--- config.mk ---
export PLATFORM = sky130hd
export DESIGN_NAME = sl_tx_scheduler
export DESIGN_NICKNAME = d
export VERILOG_FILES = /design/src/rtl/sl_tx_scheduler.sv
export SDC_FILE = /design/constraint.sdc
export NUM_CORES = 1
export LEC_CHECK = 0
export CAP_MARGIN = 15
export CORE_MARGIN = 5
export CORE_UTILIZATION = 25
export DETAILED_ROUTE_END_ITERATION = 16
export GPL_TIMING_DRIVEN = 0
export SYNTH_ARGS = -nofsm -noshare
export SYNTH_HDL_FRONTEND = slang
export SYNTH_SLANG_ARGS = --single-unit
--- constraint.sdc ---
create_clock -name clk -period 3.8 [get_ports clk]
set_input_delay 0.76 -clock clk [delete_from_list [all_inputs] [get_ports clk]]
set_output_delay 0.76 -clock clk [all_outputs]
set_load 0.005 [all_outputs]
--- src/rtl/sl_tx_scheduler.sv ---
// Round-robin front end that shares one SL_transmitter among NUM_REQ requesters:
// caches the last config written and tracks each send through to completion or timeout.
module sl_tx_scheduler #(
   parameter int NUM_REQ       = 2,
   parameter int START_TIMEOUT = 16,
   parameter int DONE_TIMEOUT  = 65535
) (
   input  logic                   clk,
   input  logic                   rst,
   input  logic [NUM_REQ-1:0]     req_valid,
   output logic [NUM_REQ-1:0]     req_ready,
   input  logic [32*NUM_REQ-1:0]  req_data,
   input  logic [6*NUM_REQ-1:0]   req_len,
   input  logic [3*NUM_REQ-1:0]   req_freq,
   output logic [NUM_REQ-1:0]     done,
   output logic                   cfg_err,
   output logic                   timeout_err,
   output logic                   busy,
   output logic [31:0]            tx_data_a,
   output logic                   tx_send_imm,
   output logic [9:0]             tx_wr_config_w,
   output logic                   tx_wr_config_enable,
   input  logic                   tx_send_in_process
);

   localparam int IW = (NUM_REQ > 1) ? $clog2(NUM_REQ) : 1;

   typedef enum logic [2:0] {
      S_IDLE       = 3'd0,
      S_CONFIG     = 3'd1,
      S_SEND       = 3'd2,
      S_WAIT_START = 3'd3,
      S_WAIT_DONE  = 3'd4
   } state_t;

   state_t               state_q, state_d;
   logic [IW-1:0]        rr_ptr_q, rr_ptr_d, gnt_q, gnt_d;
   logic [31:0]          data_q, data_d;
   logic [8:0]           cfg_q, cfg_d, cur_cfg_q, cur_cfg_d;
   logic                 cfg_valid_q, cfg_valid_d;
   logic [15:0]          cnt_q, cnt_d;
   logic [NUM_REQ-1:0]   done_q, done_d;
   logic                 cfg_err_q, cfg_err_d, timeout_q, timeout_d, busy_q, busy_d;
   logic [31:0]          tx_data_q, tx_data_d;
   logic                 send_imm_q, send_imm_d, wr_cfg_en_q, wr_cfg_en_d;
   logic [9:0]           wr_cfg_w_q, wr_cfg_w_d;

   logic                 any_s, legal_s;
   logic [IW-1:0]        pick_s;
   logic [31:0]          sel_data_s;
   logic [5:0]           sel_len_s;
   logic [2:0]           sel_freq_s;
   logic [15:0]          cnt_inc_s;

   function automatic logic [IW-1:0] rr_idx(input logic [IW-1:0] base, input int off);
      int sum;
      sum = int'(base) + off;
      sum = (sum >= NUM_REQ) ? sum - NUM_REQ : sum;
      return IW'(sum);
   endfunction

   // Lowest offset from rr_ptr wins, so iterate downward and let the last hit stand.
   always_comb begin
      any_s  = 1'b0;
      pick_s = '0;
      for (int i = NUM_REQ - 1; i >= 0; i--) begin
         if (req_valid[rr_idx(rr_ptr_q, i)]) begin
            any_s  = 1'b1;
            pick_s = rr_idx(rr_ptr_q, i);
         end else begin
            any_s  = any_s;
         end
      end
   end

   assign sel_data_s = req_data[32*pick_s +: 32];
   assign sel_len_s  = req_len[6*pick_s +: 6];
   assign sel_freq_s = req_freq[3*pick_s +: 3];
   assign legal_s    = !sel_len_s[0] && (sel_len_s >= 6'd8) && (sel_len_s <= 6'd32)
                       && (sel_freq_s <= 3'd5);
   assign cnt_inc_s  = (cnt_q == 16'hFFFF) ? cnt_q : cnt_q + 16'd1;
   assign req_ready  = (state_q == S_IDLE && any_s && !rst)
                       ? (NUM_REQ'(1) << pick_s) : '0;

   // Next-state and registered-output computation.
   always_comb begin
      state_d     = state_q;
      rr_ptr_d    = rr_ptr_q;
      gnt_d       = gnt_q;
      data_d      = data_q;
      cfg_d       = cfg_q;
      cur_cfg_d   = cur_cfg_q;
      cfg_valid_d = cfg_valid_q;
      cnt_d       = cnt_q;
      done_d      = '0;
      cfg_err_d   = 1'b0;
      timeout_d   = 1'b0;
      tx_data_d   = 32'd0;
      send_imm_d  = 1'b0;
      wr_cfg_en_d = 1'b0;
      wr_cfg_w_d  = 10'd0;
      case (state_q)
         S_IDLE: begin
            if (any_s) begin
               rr_ptr_d = rr_idx(pick_s, 1);
               gnt_d    = pick_s;
               data_d   = sel_data_s;
               cfg_d    = {sel_freq_s, sel_len_s};
               if (!legal_s) begin
                  cfg_err_d = 1'b1;
               end else if (cfg_valid_q && ({sel_freq_s, sel_len_s} == cur_cfg_q)) begin
                  state_d    = S_SEND;
                  send_imm_d = 1'b1;
                  tx_data_d  = sel_data_s;
               end else begin
                  state_d     = S_CONFIG;
                  wr_cfg_en_d = 1'b1;
                  wr_cfg_w_d  = {sel_freq_s, 1'b0, sel_len_s};
               end
            end else begin
               state_d = S_IDLE;
            end
         end
         S_CONFIG: begin
            cur_cfg_d   = cfg_q;
            cfg_valid_d = 1'b1;
            state_d     = S_SEND;
            send_imm_d  = 1'b1;
            tx_data_d   = data_q;
         end
         S_SEND: begin
            // Counter holds cycles elapsed since the send strobe.
            cnt_d   = 16'd1;
            state_d = S_WAIT_START;
         end
         S_WAIT_START: begin
            if (tx_send_in_process) begin
               cnt_d   = 16'd0;
               state_d = S_WAIT_DONE;
            end else begin
               cnt_d = cnt_inc_s;
               if (cnt_inc_s >= 16'(START_TIMEOUT)) begin
                  timeout_d   = 1'b1;
                  cfg_valid_d = 1'b0;
                  state_d     = S_IDLE;
               end else begin
                  state_d = S_WAIT_START;
               end
            end
         end
         S_WAIT_DONE: begin
            if (!tx_send_in_process) begin
               done_d  = NUM_REQ'(1) << gnt_q;
               state_d = S_IDLE;
            end else begin
               cnt_d = cnt_inc_s;
               if (cnt_inc_s >= 16'(DONE_TIMEOUT)) begin
                  timeout_d   = 1'b1;
                  cfg_valid_d = 1'b0;
                  state_d     = S_IDLE;
               end else begin
                  state_d = S_WAIT_DONE;
               end
            end
         end
         default: begin
            state_d = S_IDLE;
         end
      endcase
      busy_d = (state_d != S_IDLE);
   end

   // State and output registers with synchronous reset.
   always_ff @(posedge clk) begin
      if (rst) begin
         state_q     <= S_IDLE;
         rr_ptr_q    <= '0;
         gnt_q       <= '0;
         data_q      <= 32'd0;
         cfg_q       <= 9'd0;
         cur_cfg_q   <= 9'd0;
         cfg_valid_q <= 1'b0;
         cnt_q       <= 16'd0;
         done_q      <= '0;
         cfg_err_q   <= 1'b0;
         timeout_q   <= 1'b0;
         busy_q      <= 1'b0;
         tx_data_q   <= 32'd0;
         send_imm_q  <= 1'b0;
         wr_cfg_en_q <= 1'b0;
         wr_cfg_w_q  <= 10'd0;
      end else begin
         state_q     <= state_d;
         rr_ptr_q    <= rr_ptr_d;
         gnt_q       <= gnt_d;
         data_q      <= data_d;
         cfg_q       <= cfg_d;
         cur_cfg_q   <= cur_cfg_d;
         cfg_valid_q <= cfg_valid_d;
         cnt_q       <= cnt_d;
         done_q      <= done_d;
         cfg_err_q   <= cfg_err_d;
         timeout_q   <= timeout_d;
         busy_q      <= busy_d;
         tx_data_q   <= tx_data_d;
         send_imm_q  <= send_imm_d;
         wr_cfg_en_q <= wr_cfg_en_d;
         wr_cfg_w_q  <= wr_cfg_w_d;
      end
   end

   assign done                = done_q;
   assign cfg_err             = cfg_err_q;
   assign timeout_err         = timeout_q;
   assign busy                = busy_q;
   assign tx_data_a           = tx_data_q;
   assign tx_send_imm         = send_imm_q;
   assign tx_wr_config_w      = wr_cfg_w_q;
   assign tx_wr_config_enable = wr_cfg_en_q;

endmodule

==> impl_summary.txt <==
----------------------------------------------------
[Placement]
  Area after detailed placement ... 0.00744 mm²
  Post-DP HPWL ... 14200 µm
  Number of buffer cells added on primary ports ... 135
  Final Wtd Congestion ... 0.897

[Critical path]
  Crit-path slowest cell ... clkdlybuf4s50_1
  CP top delay family ... buffers and inverters
  CP required ... roughly 3 ns
  Crit path buffers/inverters ... 5
  Path type of the worst setup path ... primary input to primary output
  Ordered list of cells on the worst path ... clkdlybuf4s50_1 -> inv_2 -> o21ai_4 -> buf_6 -> buf_6 -> and2_1 -> clkdlybuf4s50_1
  Crit path arrival time ... 2.90 ns
  Highest fanout seen on the critical path ... 19
  Critical path endpoint category ... primary output
  Slowest stage delay, CP ... 0.59 ns
  Kind of start point of the critical path ... primary input

[Layout]
  Most common cell after layout, fill and taps aside ... clkdlybuf4s50_1
  Layout-stage area growth over the synthesis result ... 39.8%
  Antenna diode count ... 0
  Share of layout cells above drive strength 1 ... 0.0833
  Final standard cell area without fillers ... 0.00802 mm²
  Commonest cells after routing, fill and taps aside ... 135 x clkdlybuf4s50_1, 120 x dfxtp_1, 80 x nand2_1, 76 x nor2_1, 63 x a21oi_1
  Final core utilization ... 0.354
  Nets ... approximately 920

[Timing]
  Worst-margin pin slew ... 0.764 ns
  Clock Skews ... 0.00666 ns
  Crit path time final ... 3.66 ns
  Worst max-slew margin expressed relative to the limit ... 0.487
  Fmax ... 274 MHz
  Crit share post-route ... 0.962
  Number of hold-slack violations in the final timing report ... 0
  Setup repair after global routing missed its margin ... no
  Final-report setup violation count ... 0
  Total count of max-transition violations in the final report ... 0

[Floorplan]
  Total die area ... 0.0261 mm²
  # IOs ... 138
  Die Span Y ... 161 µm
  Core area ... 0.0226 mm²
  Initial Utilization ... 0.253
  Total number of placement rows ... 55
  Die Span X ... 161 µm

[Logic synthesis]
  Mean post-synth cell area ... about 8.5 µm²
  Number of warnings reported in the yosys synthesis log ... 0
  Count of distinct cell types in the synthesized netlist ... 62
  Async set-or-reset flop fraction in the synthesized netlist ... 0
  Dominant synthesized flop cell ... dfxtp_1
  Sequential area share after synthesis ... 0.419
  Post-synth EDFFs ... 0
  Register bit total from synthesis ... 120
  Post-Syn Instances ... a little under 700
  Mapped cell area ... 0.00573 mm²

[Clock network]
  Total number of clock tree sinks ... 120
  Clk pin slew, worst setup/hold paths ... 0.05 ns
  Clock latency reported for the late side of the worst-skew pair ... 0.41 ns
  Longest Clk Path Bufs ... 2
  Total of cells resized after clock tree synthesis ... 0
  Number of H-tree levels ... 4
  CTS tree ... done
  Number of buffers added by the clock tree synthesis step ... 17
  Clk root buf ... clkbuf_16

[GRT]
  Tot GR Track Use ... 0.142
  Via count of the first global-routing pass ... 5364
  Largest net degree at the start of global routing ... 20
  Number of antenna violations at the first check in global routing ... 0
  Wire length of the first global-routing pass ... 29800 µm
  Residual overflow from global routing ... 0

[Drt]
  Final ANT Viol Nets ... 0
  Overall routed net length ... 18900 µm
  Pre-antenna DRT Iters ... 6
  DRC violation count after routing ... 0
  Avg WL per Cell ... about 17 µm
  Via density per instance ... 5.00
  Total number of vias ... between 5000 and 6000
  DR iter-0 viols ... 325

[Power and ir drop]
  Max rail drop VDD ... 297 µV
  Power Density ... a little over 500 mW/mm²
  Static power due to leakage ... 0.00292 µW
  Total design power ... 4050 µW

[Flow run]
  Maxcap violations ... 0

[Outcome]
  Status ... finished clean

[Hold path]
  Type of the most critical hold path ... flip-flop to flip-flop

----------------------------------------------------
worst min-delay path: stages (launching register included):
cell	delay [ns]
dfxtp_1	0.30
nand2_1	0.05
a21oi_1	0.05
cell families after synthesis:
| family | Yosys count | share of synthesized area |
|---|---|---|
| buffers and inverters | 74 | 0.0637 |
| AO/OA/AOI/OAI | 177 | 0.209 |
| AND/OR/NAND/NOR | 255 | 0.227 |
| XOR/XNOR | 4 | 0.00611 |
| flip-flops | 120 | 0.419 |
| adder cells (fa/ha/maj) | 1 | 0.00218 |
| other | 1 | 0.000654 |
| multiplexers | 41 | 0.0722 |
registers in the layout, indices dropped and copies added (netlist names):
name / flops
tx_wr_config_enable: 1
tx_send_imm: 1
done: 2
tx_data_a: 32
gnt_q: 1
cfg_valid_q: 1
timeout_err: 1
state_q: 3
cfg_err: 1
tx_wr_config_w: 9
busy: 1
data_q: 32
cfg_q: 9
cnt_q: 16
rr_ptr_q: 1
cur_cfg_q: 9
cell usage after synthesis, types with 3 or more instances:
cell type | count | area (µm²)
a21oi_1 | 63 | 315
o21ai_0 | 15 | 75.1
and2_1 | 4 | 25.0
nand3_1 | 10 | 50.1
a311oi_1 | 5 | 43.8
nand4_1 | 12 | 75.1
or3_1 | 4 | 25.0
xor2_1 | 3 | 26.3
buf_1 | 3 | 11.3
inv_1 | 13 | 48.8
nor2_1 | 76 | 285
a31oi_1 | 7 | 43.8
buf_2 | 16 | 80.1
nand4b_1 | 27 | 236
dfxtp_1 | 120 | 2400
a22o_1 | 4 | 35.0
and4_1 | 4 | 35.0
mux2i_1 | 38 | 380
nand2_1 | 80 | 300
a22oi_1 | 4 | 30.0
o22ai_1 | 8 | 50.1
buf_6 | 8 | 90.1
o21ai_1 | 3 | 15.0
nor3_1 | 13 | 65.1
clkbuf_1 | 30 | 113
nand2b_1 | 6 | 37.5
a211oi_1 | 38 | 285
o21a_1 | 4 | 30.0
nor4_1 | 5 | 31.3
a21o_1 | 4 | 30.0
report_power, final:
| part | internal [µW] | switching (µW) | total (µW) |
|---|---|---|---|
| Clock | 1010 | 566 | 1580 |
| Sequential | 1420 | 79.6 | 1500 |
| Combinational | 388 | 579 | 968 |
| Total | 2820 | 1220 | 4050 |
timing repair:
| item | in CTS | in global routing |
|---|---|---|
| setup buffers | 0 | 0 |
| hold buffers | 0 | 0 |
| endpoints found under the setup margin | 2 | 0 |
path summary, 6_finish.rpt:
path,startpoint,to,slack [ns],cells past startpoint
worst max-delay path,req_valid[0],req_ready[0],0.14,7
worst min-delay path,cfg_q[1]$_SDFFE_PP0P_,cur_cfg_q[1]$_SDFFE_PP0P_,0.45,2
worst max register to register,cnt_q[1]$_SDFFE_PP0P_,busy$_SDFF_PP0_,0.84,8
worst min register to register,cfg_q[1]$_SDFFE_PP0P_,cur_cfg_q[1]$_SDFFE_PP0P_,0.45,2
through the flow:
step / hold slack (ns) / std cells / setup TNS [ns] / setup WS, ns
floorplan: 0.413 / 674 / 0 / 1.25
global placement: 0.440 / 1094 / -0.560 / -0.161
detailed placement: 0.446 / 1094 / -0.563 / -0.174
CTS: 0.455 / 1125 / 0 / 0.0872
global route: 0.469 / 1125 / 0 / 0.0454
finish: 0.453 / 1125 / 0 / 0.144
final cells by class:
| class | count | area (µm²) |
|---|---|---|
| Buffer | 58 | 304 |
| Fill cell | 2338 | 14600 |
| Tap cell | 285 | 357 |
| Multi-Input combinational cell | 480 | 2970 |
| Timing Repair Buffer | 135 | 1350 |
| Inverter | 15 | 56.3 |
| Clock buffer | 24 | 482 |
| Clock inverter | 8 | 95.1 |
| Sequential cell | 120 | 2400 |
per-layer routing:
metal	vias to the layer above	part of all wire	track usage
li1	2748	-	-
met1	2650	0.45	0.193
met2	207	0.47	0.223
met3	18	0.066	0.0373
met4	0	0.014	0.0392
met5	-	0	0
No activity file was read; power rests on OpenSTA's default activity.
